===== src/rtl/census_disp_window_if.sv =====
// Pixel-stream bundle between the census producer and the disparity window feeder.
// The master side supplies census pairs; the slave side returns the candidate window.
interface census_disp_window_if #(
  parameter int censusVecW = 24,
  parameter int dispLevel  = 32,
  parameter int ImageW     = 640,
  parameter int ImageH     = 480
);
  localparam int XW = $clog2(ImageW);
  localparam int YW = $clog2(ImageH);

  logic                            in_valid;
  logic [censusVecW-1:0]           left_census;
  logic [censusVecW-1:0]           right_census;
  logic [censusVecW*dispLevel-1:0] LineData;
  logic [censusVecW-1:0]           PixData;
  logic                            IsOnEdge;
  logic                            out_valid;
  logic [XW-1:0]                   out_x;
  logic [YW-1:0]                   out_y;
  logic                            line_start;
  logic                            frame_end;

  modport master (
    output in_valid, left_census, right_census,
    input  LineData, PixData, IsOnEdge, out_valid, out_x, out_y, line_start, frame_end
  );

  modport slave (
    input  in_valid, left_census, right_census,
    output LineData, PixData, IsOnEdge, out_valid, out_x, out_y, line_start, frame_end
  );
endinterface


===== src/rtl/census_disp_window.sv =====
// Per-line shift window of right census vectors feeding the SGM cost core, with
// raster position tracking and edge gating; one register stage from accept to output.
module census_disp_window #(
  parameter int censusVecW = 24,
  parameter int dispLevel  = 32,
  parameter int ImageW     = 640,
  parameter int ImageH     = 480,
  parameter int EdgeRows   = 1
) (
  input  logic                clk,
  input  logic                rst,
  input  logic                en,
  census_disp_window_if.slave bus
);
  localparam int XW = $clog2(ImageW);
  localparam int YW = $clog2(ImageH);

  logic                  accept;
  logic [XW-1:0]         x_reg;
  logic [YW-1:0]         y_reg;
  logic                  x_last;
  logic                  y_last;
  logic [censusVecW-1:0] win_reg  [dispLevel];
  logic [censusVecW-1:0] win_next [dispLevel];

  logic [censusVecW-1:0] pix_reg;
  logic                  edge_reg;
  logic                  valid_reg;
  logic [XW-1:0]         out_x_reg;
  logic [YW-1:0]         out_y_reg;
  logic                  line_start_reg;
  logic                  frame_end_reg;

  assign accept = en && bus.in_valid;
  assign x_last = (x_reg == XW'(ImageW - 1));
  assign y_last = (y_reg == YW'(ImageH - 1));

  // A pixel at column 0 starts a fresh window so nothing leaks from the previous line.
  always_comb begin
    for (int d = 0; d < dispLevel; d++) begin
      win_next[d] = '0;
    end
    win_next[0] = bus.right_census;
    if (x_reg != '0) begin
      for (int d = 1; d < dispLevel; d++) begin
        win_next[d] = win_reg[d-1];
      end
    end
  end

  always_ff @(posedge clk) begin
    if (rst) begin
      x_reg <= '0;
      y_reg <= '0;
      for (int d = 0; d < dispLevel; d++) begin
        win_reg[d] <= '0;
      end
    end else if (accept) begin
      for (int d = 0; d < dispLevel; d++) begin
        win_reg[d] <= win_next[d];
      end
      if (x_last) begin
        x_reg <= '0;
        y_reg <= y_last ? '0 : y_reg + 1'b1;
      end else begin
        x_reg <= x_reg + 1'b1;
      end
    end
  end

  always_ff @(posedge clk) begin
    if (rst) begin
      pix_reg        <= '0;
      edge_reg       <= 1'b0;
      valid_reg      <= 1'b0;
      out_x_reg      <= '0;
      out_y_reg      <= '0;
      line_start_reg <= 1'b0;
      frame_end_reg  <= 1'b0;
    end else if (en) begin
      valid_reg <= bus.in_valid;
      if (bus.in_valid) begin
        pix_reg        <= bus.left_census;
        edge_reg       <= (int'(x_reg) < dispLevel - 1) || (int'(y_reg) < EdgeRows);
        out_x_reg      <= x_reg;
        out_y_reg      <= y_reg;
        line_start_reg <= (x_reg == '0);
        frame_end_reg  <= x_last && y_last;
      end
    end
  end

  // The window register already holds exactly what was presented on the last accept,
  // so it doubles as the LineData output stage.
  genvar gi;
  generate
    for (gi = 0; gi < dispLevel; gi++) begin : g_pack
      assign bus.LineData[gi*censusVecW +: censusVecW] = win_reg[gi];
    end
  endgenerate

  assign bus.PixData    = pix_reg;
  assign bus.IsOnEdge   = edge_reg;
  assign bus.out_valid  = valid_reg;
  assign bus.out_x      = out_x_reg;
  assign bus.out_y      = out_y_reg;
  assign bus.line_start = line_start_reg;
  assign bus.frame_end  = frame_end_reg;
endmodule


===== src/flat_wrapper.sv =====
// flat-port wrapper written by rule: the top's interface ports become plain ports
module census_disp_window_flat 
#(
  parameter int censusVecW = 24,
  parameter int dispLevel  = 32,
  parameter int ImageW     = 640,
  parameter int ImageH     = 480,
  parameter int EdgeRows   = 1
)
  (clk, rst, en, bus_in_valid, bus_left_census, bus_right_census, bus_LineData, bus_PixData, bus_IsOnEdge, bus_out_valid, bus_out_x, bus_out_y, bus_line_start, bus_frame_end);
  census_disp_window_if #(.censusVecW(censusVecW), .dispLevel(dispLevel), .ImageW(ImageW), .ImageH(ImageH)) bus_i ();
  input  logic clk;
  input  logic rst;
  input  logic en;
  input wire logic [$bits(bus_i.in_valid)-1:0] bus_in_valid;
  input wire logic [$bits(bus_i.left_census)-1:0] bus_left_census;
  input wire logic [$bits(bus_i.right_census)-1:0] bus_right_census;
  output wire logic [$bits(bus_i.LineData)-1:0] bus_LineData;
  output wire logic [$bits(bus_i.PixData)-1:0] bus_PixData;
  output wire logic [$bits(bus_i.IsOnEdge)-1:0] bus_IsOnEdge;
  output wire logic [$bits(bus_i.out_valid)-1:0] bus_out_valid;
  output wire logic [$bits(bus_i.out_x)-1:0] bus_out_x;
  output wire logic [$bits(bus_i.out_y)-1:0] bus_out_y;
  output wire logic [$bits(bus_i.line_start)-1:0] bus_line_start;
  output wire logic [$bits(bus_i.frame_end)-1:0] bus_frame_end;
  assign bus_i.in_valid = bus_in_valid;
  assign bus_i.left_census = bus_left_census;
  assign bus_i.right_census = bus_right_census;
  assign bus_LineData = bus_i.LineData;
  assign bus_PixData = bus_i.PixData;
  assign bus_IsOnEdge = bus_i.IsOnEdge;
  assign bus_out_valid = bus_i.out_valid;
  assign bus_out_x = bus_i.out_x;
  assign bus_out_y = bus_i.out_y;
  assign bus_line_start = bus_i.line_start;
  assign bus_frame_end = bus_i.frame_end;
  census_disp_window #(.censusVecW(censusVecW), .dispLevel(dispLevel), .ImageW(ImageW), .ImageH(ImageH), .EdgeRows(EdgeRows)) u_core (.clk(clk), .rst(rst), .en(en), .bus(bus_i));
endmodule

===== config.mk =====
export PLATFORM = sky130hd
export DESIGN_NAME = census_disp_window_flat
export DESIGN_NICKNAME = d
export VERILOG_FILES = /design/src/rtl/census_disp_window_if.sv /design/src/rtl/census_disp_window.sv /design/src/flat_wrapper.sv
export SDC_FILE = /design/constraint.sdc
export NUM_CORES = 1
export LEC_CHECK = 0
export BUFFER_PORTS_ARGS = -buffer_cell sky130_fd_sc_hd__buf_2
export CORE_AREA = 2 2 339 341
export CTS_BUF_LIST = sky130_fd_sc_hd__clkbuf_8 sky130_fd_sc_hd__clkbuf_16
export DETAILED_ROUTE_END_ITERATION = 12
export DIE_AREA = 0 0 341 343
export SYNTH_ARGS = -nofsm -noshare
export SYNTH_HDL_FRONTEND = slang
export SYNTH_SLANG_ARGS = --single-unit

===== constraint.sdc =====
create_clock -name clk -period 29 [get_ports clk]
set_input_delay 5.8 -clock clk [delete_from_list [all_inputs] [get_ports clk]]
set_output_delay 5.8 -clock clk [all_outputs]
set_load 0.1 [all_outputs]

After elaboration in Yosys (flattened, before gate mapping)
Memory sizes are Yosys's and may differ from the RTL's.
Cells that the tools add are included.
{"block": "totals", "regBits": 66, "mem_bits_rw": 768, "inputBits": 52, "out_inout_bits": 815, "word_cells": 95, "mem_count": 1}
{"name": "u_core.win_reg", "words": 32, "width": 24, "rd": 32, "rd_ports_with_merged_regs": 0, "wr": 32, "line": "census_disp_window.sv:23", "rtl": "logic [censusVecW-1:0] win_reg [dispLevel];"}
{"block": "classes", "addsub": 2, "magnitude_cmp": 2, "eq_ne": 2, "muxes": 40, "n_bitwise": 32, "n_reduce_logical": 7}
{"operator": "2-to-1 mux 24 bit", "n": 32}
{"operator": "2-to-1 mux 744 bit", "n": 1}
{"operator": "bitwise OR 1 bit", "n": 32}
{"operator": "adder 10 x 1 -> 10 bit, second input constant", "n": 1}
{"operator": "== test 10 bit, second input constant", "n": 1}
{"operator": "logical NOT 10 bit", "n": 1}
{"operator": "less-than comparator 10 x 5 -> 1 bit, second input constant", "n": 1}
{"operator": "2-to-1 mux 10 bit", "n": 1}
{"operator": "nonzero test 10 bit", "n": 1}
{"operator": "adder 9 x 1 -> 9 bit, second input constant", "n": 1}
{"operator": "== test 9 bit, second input constant", "n": 1}
{"operator": "less-than comparator 9 x 1 -> 1 bit, second input constant", "n": 1}
{"operator": "2-to-1 mux 9 bit", "n": 1}
{"operator": "2-to-1 mux 1 bit", "n": 5}
{"operator": "AND reduction 2 bit", "n": 2}
{"operator": "logical AND 1 bit", "n": 2}
{"operator": "logical OR 1 bit", "n": 1}

Logic depth before layout (Yosys ltp)
{"block": "depth", "depth_word": 5, "mapped_depth": 9}

Worst setup path after synthesis
Ideal clock, no wire load.
{"block": "synth_timing", "kind": "input -> register", "from": "input port rst", "to": "memory u_core.win_reg[0][0], enable pin", "setup_ns": 1.278, "arrival_ns": 24.404, "required_time_ns": 27.722, "slack_ns": 3.318, "path_stages": 3, "path_cell_list": "clkbuf_8 clkbuf_1 nand2b_1"}
{"item": "start: declaration", "line": "flat_wrapper.sv:13", "rtl": "input logic rst;"}
{"item": "end: declaration", "line": "census_disp_window.sv:23"}

==> metrics.md <==
| Metric | Value |
|---|---|
| Num CTS Buffers | 89 |
| Hold Path Class | register to register |
| GR Overflow Total | 0 |
| Gr usage total | 14.86% |
| Final Cycle Share | 32.29% |
| Hold_ws | 450.6 ps |
| Clk root buf | clkbuf_16 |
| Vias in the first global route | 18.13k |
| Leakage | 16.88 nW |
| Initial antenna violation count | 8 |
| Critical path data arrival time | 9630 ps |
| Post-synth ARST share | 0% |
| Routed WL per cell | 20.72 µm |
| Crit-path leading delay family | buffers and inverters |
| Slew margin rel. | 28.62% |
| Postcts setup bufs | 0 |
| Die X | 341 µm |
| Worst IR drop on VDD | 0.00004788 V |
| Max reg flops | 768 |
| Max_cap viols | 0 |
| Syn Std Cell Area | 30860 µm² |
| Die height | 343 µm |
| Syn avg cell area | 15.85 µm² |
| Core area | 113400 µm² |
| Io pins | 867 |
| Crit path launch type | input port |
| Input/output buffers | 866 |
| Deepest clock path buffer count | 3 |
| Clk pin slew, worst setup/hold paths | 60 ps |
| Post-DP HPWL | 67.24 mm |
| CP Max Fanout | 153 |
| Top cells by area, synth | edfxtp_1 75%, and2_1 16%, dfxtp_1 4.3% |
| RSZ-0062 raised after global routing | false |
| Vias per cell | 4.221 |
| First-pass GRT wire length | 127.0 mm |
| Placed inst area | 36820 µm² |
| Most frequent cell after synthesis | and2_1 |
| Final min period | 9363 ps |
| Clock sinks | 834 |
| DRT antenna net count | 0 |
| CTS tree | yes |
| Number of synthesis warnings | 0 |
| Nets | 2870 |
| Crit path required time | 29270 ps |
| Initial Utilization | 27.21% |
| Power per cell area | 77.71 nW/µm² |
| Pin count of the biggest net entering global routing | 244 |
| DR pass1 iterations | 5 |
| Fin area | 39520 µm² |
| Area delta synth->final | 28.07% |
| H-tree levels | 3 |
| Die area | 117000 µm² |
| Sequential area share after synthesis | 79.02% |
| Final Wtd Congestion | 0.8451 |
| Crit. End Element | register |
| Final-report setup violation count | 0 |
| Commonest cells in the netlist | 769 x and2_1, 768 x edfxtp_1, 99 x nand2_1 |
| Fmax | 106.8 MHz |
| Routed WL | 91.13 mm |
| CTS resizes | 0 |
| CP cell instances | buf_2, buf_4, nand2b_4, buf_4, buf_12, buf_4 |
| DRC | 0 |
| Worst path slowest cell | buf_4 |
| Final Power | 3.071 mW |
| Worst Path Buf+Inv | 5 |
| Skew-Pair Late Insertion Delay | 660 ps |
| Sequential Area | 24380 µm² |
| Multi-input logic area | 6038 µm² |
| Yosys cell types | 38 |
| #FFs+latches synth | 834 |
| Iteration-0 DRC count of the detailed router | 1596 |
| Share of post-route cells with drive strength above 1 | 34.73% |
| Sum Neg Setup Slack | 0 ps |
| Most frequent CP cell | buf_4 |
| Status | complete, no violations |
| Site Rows | 124 |
| Cts hold-fix bufs | 0 |
| Post-Syn Nets | 2002 |
| Highest cell delay on the worst timing path | 880 ps |
| Fillers | 11.14k |
| Post-synth EDFFs | 768 |
| Final hold vios | 0 |
| WS Path Type | input port to register |
| Post-Synthesis Cells | 1947 |
| Area leader, netlist | edfxtp_1 |
| Prevailing post-synth register cell | edfxtp_1 |
| Skew final | 40.26 ps |
| Worst-margin pin slew | 1071 ps |
| Vias | 18.56k |
| Post-synth top area share | 74.74% |
| Slew Viols, Final | 0 |
==> power by group <==
part	total [mW]	switching, mW	internal, mW
registers	1.42	0.0416	1.38
logic	0.592	0.539	0.0529
clock network	1.06	0.472	0.584
total	3.07	1.05	2.02
==> worst register-to-register path: cells and delay by family, from the launching register on <==
kind | cells | cell delay, ps
DFF | 1 | 440
buffers and inverters | 4 | 2460
and+or+nand+nor | 4 | 920
adders and majority gates | 1 | 190
==> layout by cell type, fill, tap and decap left out, types with 3 or more instances in the layout <==
cell / instances
diode_2: 6
ha_1: 3
edfxtp_1: 768
or4_1: 4
inv_1: 34
or3_1: 3
xor2_1: 8
buf_4: 16
inv_6: 5
and2_1: 768
nand3_1: 7
clkbuf_16: 91
nor3_1: 11
or4b_1: 3
a21oi_1: 51
buf_2: 866
nand2_1: 99
and4_1: 3
dfxtp_1: 66
o21ai_0: 6
clkinv_1: 14
clkinv_2: 4
nand4_1: 6
xnor2_1: 3
nor2_1: 10
==> worst paths after layout <==
path | slack [ps] | cells past startpoint | startpoint | to
max | 19640 | 6 | rst | u_core.win_reg[0][718]
min | 450 | 2 | u_core.bus.out_x[2] | u_core.bus.out_x[2]
max reg2reg | 24850 | 9 | u_core.x_reg[0] | u_core.win_reg[0][370]
min reg2reg | 450 | 2 | u_core.bus.out_x[2] | u_core.bus.out_x[2]
==> final cells by class <==
type                    count  area share, %
diodes                      6        0.03799
inverters                   2        0.01900
multi-input cells        1004          15.28
flip-flops and latches    834          61.70
repair buffers            884          11.37
well taps                1512          4.787
clock buffers              93          5.832
clock inverters            62         0.9782
==> per-layer routing <==
layer	part of all wire, %	global-route usage [%]	wire, µm	vias up
met1	38	17.09	35060	9169
met2	48	24.60	43840	788
met3	11	6.217	9767	111
met4	2.7	5.754	2462	0
met5	0	0	0	-
li1	-	-	-	8491
==> through the flow <==
step                      setup slack (ps)  utilization, %  std cells
final                                19640           34.85       4397
after global routing                 19340           34.84       4394
after CTS                            19620           34.83       4391
after detailed placement             18920           32.46       4236
after global placement               18930           32.46       4236
after floorplan                       3318               -       1947
==> cells by family (layout without fill, tap and decap cells) <==
group | count (synthesis) | in the layout | synth area share (%)
compound gates | 62 | 62 | 1.054
xor+xnor | 11 | 11 | 0.3122
fa+ha+maj | 3 | 3 | 0.1217
buf+inv | 109 | 1041 | 1.492
flops | 834 | 834 | 79.02
mux | 1 | 1 | 0.03244
other cells | 0 | 6 | 0
simple gates | 927 | 927 | 17.97
(Power assumes the default switching activity.)
